### src/rtl/cpu_pkg.sv
// Shared definitions for the 4-bit bus CPU: opcodes, micro-step encodings and the
// control-word layout driven onto the bus control lines.
package cpu_pkg;

  localparam int unsigned OpcodeWidth = 4;
  localparam int unsigned StepWidth   = 3;

  localparam logic [OpcodeWidth-1:0] OP_NOP = 4'b0000;
  localparam logic [OpcodeWidth-1:0] OP_LDA = 4'b0001;
  localparam logic [OpcodeWidth-1:0] OP_ADD = 4'b0010;
  localparam logic [OpcodeWidth-1:0] OP_SUB = 4'b0011;
  localparam logic [OpcodeWidth-1:0] OP_STA = 4'b0100;
  localparam logic [OpcodeWidth-1:0] OP_LDI = 4'b0101;
  localparam logic [OpcodeWidth-1:0] OP_JMP = 4'b0110;
  localparam logic [OpcodeWidth-1:0] OP_JC  = 4'b0111;
  localparam logic [OpcodeWidth-1:0] OP_JZ  = 4'b1000;
  localparam logic [OpcodeWidth-1:0] OP_OUT = 4'b1110;
  localparam logic [OpcodeWidth-1:0] OP_HLT = 4'b1111;

  // Encodings double as the debug step display, so HALT sits at 7.
  typedef enum logic [StepWidth-1:0] {
    StT0   = 3'd0,
    StT1   = 3'd1,
    StT2   = 3'd2,
    StT3   = 3'd3,
    StT4   = 3'd4,
    StHalt = 3'd7
  } step_e;

  typedef struct packed {
    logic pc_inc;
    logic pc_out;
    logic jmp;
    logic mar_in;
    logic ram_in;
    logic ram_out;
    logic ir_in;
    logic ir_out;
    logic a_in;
    logic a_out;
    logic b_in;
    logic alu_out;
    logic sub;
    logic flags_in;
    logic out_in;
  } ctrl_word_t;

  localparam ctrl_word_t CtrlNone = '0;

endpackage

### src/rtl/control_rom.sv
// Combinational micro-code table: maps the current micro-step, opcode and flags to the
// control word plus the end-of-instruction and enter-halt indications.
module control_rom
  import cpu_pkg::*;
(
  input  step_e            step,
  input  logic [3:0]       opcode,
  input  logic             carry_flag,
  input  logic             zero_flag,
  output ctrl_word_t       ctrl,
  output logic             last_step,
  output logic             to_halt
);

  always_comb begin
    ctrl      = CtrlNone;
    last_step = 1'b0;
    to_halt   = 1'b0;

    unique case (step)
      StT0: begin
        ctrl.pc_out = 1'b1;
        ctrl.mar_in = 1'b1;
      end

      StT1: begin
        ctrl.ram_out = 1'b1;
        ctrl.ir_in   = 1'b1;
        ctrl.pc_inc  = 1'b1;
      end

      StT2: begin
        case (opcode)
          OP_LDA, OP_ADD, OP_SUB, OP_STA: begin
            ctrl.ir_out = 1'b1;
            ctrl.mar_in = 1'b1;
          end
          OP_LDI: begin
            ctrl.ir_out = 1'b1;
            ctrl.a_in   = 1'b1;
            last_step   = 1'b1;
          end
          OP_JMP: begin
            ctrl.ir_out = 1'b1;
            ctrl.jmp    = 1'b1;
            last_step   = 1'b1;
          end
          OP_JC: begin
            ctrl.ir_out = carry_flag;
            ctrl.jmp    = carry_flag;
            last_step   = 1'b1;
          end
          OP_JZ: begin
            ctrl.ir_out = zero_flag;
            ctrl.jmp    = zero_flag;
            last_step   = 1'b1;
          end
          OP_OUT: begin
            ctrl.a_out  = 1'b1;
            ctrl.out_in = 1'b1;
            last_step   = 1'b1;
          end
          OP_HLT: begin
            to_halt = 1'b1;
          end
          // OP_NOP and the unassigned 1001-1101 codes.
          default: begin
            last_step = 1'b1;
          end
        endcase
      end

      StT3: begin
        case (opcode)
          OP_LDA: begin
            ctrl.ram_out = 1'b1;
            ctrl.a_in    = 1'b1;
            last_step    = 1'b1;
          end
          OP_ADD, OP_SUB: begin
            ctrl.ram_out = 1'b1;
            ctrl.b_in    = 1'b1;
          end
          OP_STA: begin
            ctrl.a_out  = 1'b1;
            ctrl.ram_in = 1'b1;
            last_step   = 1'b1;
          end
          default: begin
            last_step = 1'b1;
          end
        endcase
      end

      StT4: begin
        case (opcode)
          OP_ADD, OP_SUB: begin
            ctrl.alu_out  = 1'b1;
            ctrl.a_in     = 1'b1;
            ctrl.flags_in = 1'b1;
            ctrl.sub      = (opcode == OP_SUB);
          end
          default: ;
        endcase
        last_step = 1'b1;
      end

      StHalt: ;

      // Unused encodings fall back to fetch rather than wedging the sequencer.
      default: begin
        last_step = 1'b1;
      end
    endcase
  end

endmodule

### src/rtl/control_sequencer.sv
// Micro-step sequencer for the 4-bit bus CPU: owns the step register, applies run/clear
// gating and fans the control word out onto the individual bus control lines.
module control_sequencer
  import cpu_pkg::*;
(
  input  logic       clock,
  input  logic       clear,
  input  logic       run,
  input  logic [3:0] opcode,
  input  logic       carry_flag,
  input  logic       zero_flag,
  output logic       pc_inc,
  output logic       pc_out,
  output logic       jmp,
  output logic       mar_in,
  output logic       ram_in,
  output logic       ram_out,
  output logic       ir_in,
  output logic       ir_out,
  output logic       a_in,
  output logic       a_out,
  output logic       b_in,
  output logic       alu_out,
  output logic       sub,
  output logic       flags_in,
  output logic       out_in,
  output logic       halt,
  output logic [2:0] step
);

  step_e      step_q, step_d;
  ctrl_word_t rom_ctrl;
  ctrl_word_t ctrl_out;
  logic       rom_last_step;
  logic       rom_to_halt;

  control_rom u_control_rom (
    .step       (step_q),
    .opcode     (opcode),
    .carry_flag (carry_flag),
    .zero_flag  (zero_flag),
    .ctrl       (rom_ctrl),
    .last_step  (rom_last_step),
    .to_halt    (rom_to_halt)
  );

  always_ff @(posedge clock) begin
    if (clear) begin
      step_q <= StT0;
    end else begin
      step_q <= step_d;
    end
  end

  always_comb begin
    step_d = step_q;
    if (run && (step_q != StHalt)) begin
      if (rom_to_halt) begin
        step_d = StHalt;
      end else if (rom_last_step) begin
        step_d = StT0;
      end else begin
        step_d = step_e'(step_q + 3'd1);
      end
    end
  end

  // Forcing the word to zero while clear is high keeps the aborted instruction from
  // writing anything on the clear edge.
  always_comb begin
    ctrl_out = CtrlNone;
    if (run && !clear && (step_q != StHalt)) begin
      ctrl_out = rom_ctrl;
    end
    halt = !clear && (step_q == StHalt);
    step = clear ? 3'd0 : step_q;
  end

  assign pc_inc   = ctrl_out.pc_inc;
  assign pc_out   = ctrl_out.pc_out;
  assign jmp      = ctrl_out.jmp;
  assign mar_in   = ctrl_out.mar_in;
  assign ram_in   = ctrl_out.ram_in;
  assign ram_out  = ctrl_out.ram_out;
  assign ir_in    = ctrl_out.ir_in;
  assign ir_out   = ctrl_out.ir_out;
  assign a_in     = ctrl_out.a_in;
  assign a_out    = ctrl_out.a_out;
  assign b_in     = ctrl_out.b_in;
  assign alu_out  = ctrl_out.alu_out;
  assign sub      = ctrl_out.sub;
  assign flags_in = ctrl_out.flags_in;
  assign out_in   = ctrl_out.out_in;

endmodule

### config.mk
export PLATFORM = sky130hd
export DESIGN_NAME = control_sequencer
export DESIGN_NICKNAME = d
export VERILOG_FILES = /design/src/rtl/cpu_pkg.sv /design/src/rtl/control_rom.sv /design/src/rtl/control_sequencer.sv
export SDC_FILE = /design/constraint.sdc
export NUM_CORES = 1
export LEC_CHECK = 0
export ABC_AREA = 0
export ABC_CLOCK_PERIOD_IN_PS = 2700
export BUFFER_PORTS_ARGS = -buffer_cell sky130_fd_sc_hd__buf_4
export CORE_MARGIN = 2
export CORE_UTILIZATION = 45
export DETAILED_ROUTE_END_ITERATION = 8
export GPL_TIMING_DRIVEN = 0
export PLACE_DENSITY = 0.77
export RECOVER_POWER = 25
export SYNTH_ARGS = -nofsm -noshare
export SYNTH_HDL_FRONTEND = slang
export SYNTH_SLANG_ARGS = --single-unit
### constraint.sdc
create_clock -name clock -period 2.7 [get_ports clock]
set_clock_uncertainty 0.2 [all_clocks]
set_input_delay 0.27 -clock clock [delete_from_list [all_inputs] [get_ports clock]]
set_output_delay 0.27 -clock clock [all_outputs]
set_load 0.01 [all_outputs]
Word level (Yosys, flattened, before mapping)

Index checks and enable logic that the tools add are counted.

Register bits: 3
Bits in latches: 0
Bits in writable memories: 0
ROM bits: 0
Bits of input ports: 9
Output and inout port bits: 19
Memories: 0

Add/subtract/negate cells: 1
Multiply operators: 0
Divide/modulo/power cells: 0
Order comparisons: 0
Equal/unequal tests: 16
Shift-type cells: 0
Multiplexer cells: 31
Bitwise operators: 0
Reductions and logical operators: 12

Operator list:

| operator                                                        | count |
|---|---|
| 1-bit two-way mux                                               | 18 |
| 4-bit by 3-bit == test with 1-bit output, second input constant | 4 |
| 15-bit two-way mux                                              | 1 |
| 3-bit two-way mux                                               | 5 |
| 4-bit == test, second input constant                            | 3 |
| 1-bit one-hot mux with 3 select lines                           | 4 |
| 4-bit by 2-bit == test with 1-bit output, second input constant | 2 |
| 3-bit by 2-bit == test with 1-bit output, second input constant | 2 |
| 3-bit == test, second input constant                            | 2 |
| 1-bit one-hot mux with 2 select lines                           | 3 |
| 3-bit OR reduction                                              | 2 |
| 6-bit OR reduction                                              | 1 |
| 5-bit OR reduction                                              | 1 |
| 4-bit by 1-bit == test with 1-bit output, second input constant | 1 |
| 1-bit logical AND                                               | 4 |
| 4-bit OR reduction                                              | 1 |
| 3-bit by 1-bit adder with 3-bit output, second input constant   | 1 |
| 3-bit by 1-bit == test with 1-bit output, second input constant | 1 |
| 3-bit zero test                                                 | 1 |
| 3-bit != test, second input constant                            | 1 |
| 2-bit OR reduction                                              | 1 |
| 1-bit zero test                                                 | 1 |

Logic depth before layout (Yosys ltp)

Depth after elaboration: 6
Gate-level depth with buffers: 6
Depth with buffers taken out: 6

By module

Synthesis repeated with hierarchy kept, for this count alone.

Cells, all modules: 94
Area, all modules: 685.7 um^2

Modules (own cells, without submodules):

| module            | instances | cells each | area an instance (um^2) | sequential area each (um^2) |
|---|---|---|---|---|
| control_rom       | 1         | 54         | 349.1                   | 0.0 |
| control_sequencer | 1         | 40         | 336.6                   | 60.1 |

Least setup slack after synthesis

OpenSTA, ideal clock, no wires.

Path type: register to output
From: reg step_q[1]
To: out flags_in
Data arrival time: 1.809 ns
Required time: 2.230 ns
Path slack: 0.421 ns
Cell stages (with the launch flop): 7
Buffers on the path: 1
Cells stage by stage: dfxtp_1 -> ha_1 -> ha_1 -> nand2b_1 -> or2_2 -> nor3_1 -> buf_4

Word-level cells in the longest chain between the ends: 3
Elaborated cells between the ends (all ways): 5
Those cells by class: 2 x eq/ne; 2 x mux; 1 x reduce/logical

Ends and longest elaborated chain:

| item                                                   | RTL line                                   | source |
|---|---|---|
| start, declared                                        | control_sequencer.sv:31                    | `step_e step_q, step_d;` |
| start signal, assigned                                 | control_sequencer.sv:49                    | `step_q <= StT0;` |
| start signal, assigned                                 | control_sequencer.sv:51                    | `step_q <= step_d;` |
| 3-bit == test or 3-bit != test (tied branches)         | control_rom.sv:20, control_sequencer.sv:72 |  |
| 3-bit two-way mux or 1-bit logical AND (tied branches) | control_rom.sv:20, control_sequencer.sv:72 |  |
| 15-bit two-way mux *                                   | control_sequencer.sv:72                    | `if (run && !clear && (step_q != StHalt)) begin` |
| end, declared                                          | control_sequencer.sv:25                    | `output logic flags_in,` |

Every way passes the cells marked *; elsewhere a longest branch is shown, timed or not.

Worst setup path after layout

From: reg step_q[1]
To: out sub

Word-level cells in the longest chain between the ends: 3
Elaborated cells between the ends (all ways): 5
Those cells by class: 2 x eq/ne; 2 x mux; 1 x reduce/logical

Ends and longest elaborated chain:

| item                                                   | RTL line                                   | source |
|---|---|---|
| 3-bit == test or 3-bit != test (tied branches)         | control_rom.sv:20, control_sequencer.sv:72 |  |
| 3-bit two-way mux or 1-bit logical AND (tied branches) | control_rom.sv:20, control_sequencer.sv:72 |  |
| 15-bit two-way mux *                                   | control_sequencer.sv:72                    |  |
| end, declared                                          | control_sequencer.sv:24                    | `output logic sub,` |

Marks and branches as above.

==> results_dict.tcl <==
set metrics [dict create \
    required_ps 2230 \
    drt.antenna.violating_nets 0 \
    postSynthCellCount 82 \
    chipWidth_um 41.06 \
    worst-slew-pin-transition_ps 380.7 \
    cp.buffers_inverters 1 \
    final_stage_net_count 132 \
    fp.dieArea_mm2 0.001686 \
    cp-start-kind "register" \
    largest_reg_flops 3 \
    detailed_place_hpwl_mm 1.316 \
    p_leak_nw 0.4348 \
    critical_path.max_stage_delay_ps 360 \
    drt_iter0_drc 14 \
    synth-edff-count 0 \
    wl_met1_um 753 \
    root_buffer "sky130_fd_sc_hd__clkbuf_4" \
    first_global_vias 586 \
    timing.critical_path.from "step_q[1]" \
    ys_warn_count 0 \
    insertedDiodeCount 0 \
    power-per-cell-area_mw_per_mm2 359.8 \
    syn_to_final_growth_pct 44.13 \
    numPortBuffers 25 \
    worstSkewPairLatency_ps 230 \
    setup_tns_after_final_layout_ps 0 \
    hold_violations_final 0 \
    ir_worst_vdd_mv 0.2593 \
    cpMaxStageDelayCell "sky130_fd_sc_hd__nor4_1" \
    critical_path_peak_fanout 6 \
    power_mw 0.3205 \
    clock_sinks 3 \
    period_share 0.9821 \
    vias 756 \
    cts.hold.buffers_added 0 \
    critical_path.reg2reg.startpoint "step_q[2]" \
    min_path_type "in2reg" \
    cts_buffers 3 \
    die_h_um 41.06 \
    grt_overflow_total 0 \
    clock.fmax_mhz 377.1 \
    htreeDepth 1 \
    pre_cts_ws_ps 345.2 \
    placed_cells_incl_taps 122 \
    synthArstFlopShare 0 \
    sequential_area_share_after_synthesis 0.09717 \
    wirelength_mm 1.805 \
    vias_per_cell 5.771 \
    core_area_mm2 0.001285 \
    worst_hold_startpoint "clear" \
    tritoncts "done" \
    grt_first_pass_wirelength_mm 2.394 \
    post_route_cells_drive_above_1_share 0.3793 \
    worst_slack_ps 48.31 \
    setup.worst_path.class "reg2out" \
    timing.slew.headroom 0.7450 \
    synthesis.area_um2 618.1 \
    filler_cell_count 124 \
    critical-path-top-delay-family "simple AND/OR/NAND/NOR gates" \
    syn_nets 97 \
    biggest_registers_after_layout "step_q x3" \
    timing.final.setup_violations 0 \
    drcViolationCount 0 \
    crit_chain "ha_1 > ha_1 > nand2b_1 > or2_2 > nor4_1 > buf_4" \
    worst_setup_hold_path_clk_slew_ps 40 \
    ys_seq_elements 3 \
    drt_pass1_iterations 4 \
    drv_cap 0 \
    worst_setup_end_kind "primary output" \
    final_area_um2 890.9 \
    finalHoldWorstSlack_ps 195.2 \
    place_congestion 0.8513 \
    fin_util 0.6933 \
    placementRows 13 \
    outcome "complete, no violations" \
    synth_flop_cell "sky130_fd_sc_hd__dfxtp_1" \
    dpl_cell_area_um2 824.5 \
    floorplan.initialDensity 0.4810 \
    crit_arrival_ps 2180 \
    antenna_violations_before_repair 0 \
    ys_types 39 \
    final_cell_count_no_fill 131 \
    dr.max_layer_used "met3" \
    regMostFlops "step_q" \
    met2_wirelength_um 963 \
    met3_wirelength_um 88 \
    min_tclk_post_route_ps 2652 \
    grt_start_max_net_pins 11 \
    clock_tree.buffer_depth 2 \
    post_drt_wl_per_cell_um 13.78 \
    syn_area_per_cell_um2 7.538 \
    worst_path_most_repeated_cell "sky130_fd_sc_hd__ha_1" \
    ios 28 \
    global_route.usage.total 0.2123 \
    drv_slew 0 \
]
[cell type report]
cell class / count / area, um2 / area share
plain buffers: 6 / 40.04 / 0.04494
clock buffers: 4 / 26.28 / 0.02949
inverters: 7 / 26.28 / 0.02949
multi-input cells: 66 / 509.2 / 0.5716
flip-flops and latches: 3 / 60.06 / 0.06742
well taps: 15 / 18.77 / 0.02107
repair buffers: 30 / 210.2 / 0.2360
[cell families after synthesis]
logic type | synth area share
and+or+nand+nor | 0.3826
DFF | 0.09717
AOI/OAI and AO/OA | 0.2611
buffers and inverters | 0.1073
xor gates and xnor gates | 0.01417
adders and majority gates | 0.1215
muxes | 0.01619
[report_power, final]
part	leakage (nW)	switching, mW	internal, mW
clock network	0.0150	0.0232	0.0554
registers	0.0249	0.0128	0.0528
logic	0.395	0.0958	0.0805
total	0.435	0.132	0.189
[layout by cell type, fill, tap and decap left out, drive strengths merged, types with 2 or more instances in the layout]
master,count
buf,32
nor2,8
clkbuf,8
inv,7
ha,6
o21ai,5
and3,4
nor3,4
nand2,4
nor2b,4
a31oi,3
dfxtp,3
nand3,2
nand2b,2
o22ai,2
o32ai,2
[final timing paths]
kind,endpoint,slack (ps),depth (start not counted)
setup / recovery,sub,50,6
hold / removal,step_q[0],200,2
setup reg to reg,step_q[2],450,6
hold reg to reg,step_q[0],420,2
[cells in the mapped netlist, types with 2 or more instances]
| cell type | n | share of area |
|---|---|---|
| sky130_fd_sc_hd__a31oi_1 | 3 | 0.030 |
| sky130_fd_sc_hd__and3_1 | 4 | 0.040 |
| sky130_fd_sc_hd__buf_2 | 2 | 0.016 |
| sky130_fd_sc_hd__buf_4 | 4 | 0.049 |
| sky130_fd_sc_hd__dfxtp_1 | 3 | 0.097 |
| sky130_fd_sc_hd__ha_1 | 6 | 0.12 |
| sky130_fd_sc_hd__inv_1 | 7 | 0.043 |
| sky130_fd_sc_hd__nand2_1 | 3 | 0.018 |
| sky130_fd_sc_hd__nand2b_1 | 2 | 0.020 |
| sky130_fd_sc_hd__nand3_1 | 2 | 0.016 |
| sky130_fd_sc_hd__nor2_1 | 8 | 0.049 |
| sky130_fd_sc_hd__nor2b_1 | 3 | 0.030 |
| sky130_fd_sc_hd__nor3_1 | 4 | 0.032 |
| sky130_fd_sc_hd__o21ai_0 | 5 | 0.040 |
| sky130_fd_sc_hd__o22ai_1 | 2 | 0.020 |
[repair_timing]
item,CTS,global route
setup endpoints to repair,0,3
setup buffers,0,5
resized for setup,0,3
[layer usage]
layer	vias up	GRT usage
met4	0	0.08333
li1	368	-
met1	358	0.2540
met3	0	0.005435
met5	-	0
met2	30	0.3906
No activity file was read; power rests on OpenSTA's default activity.
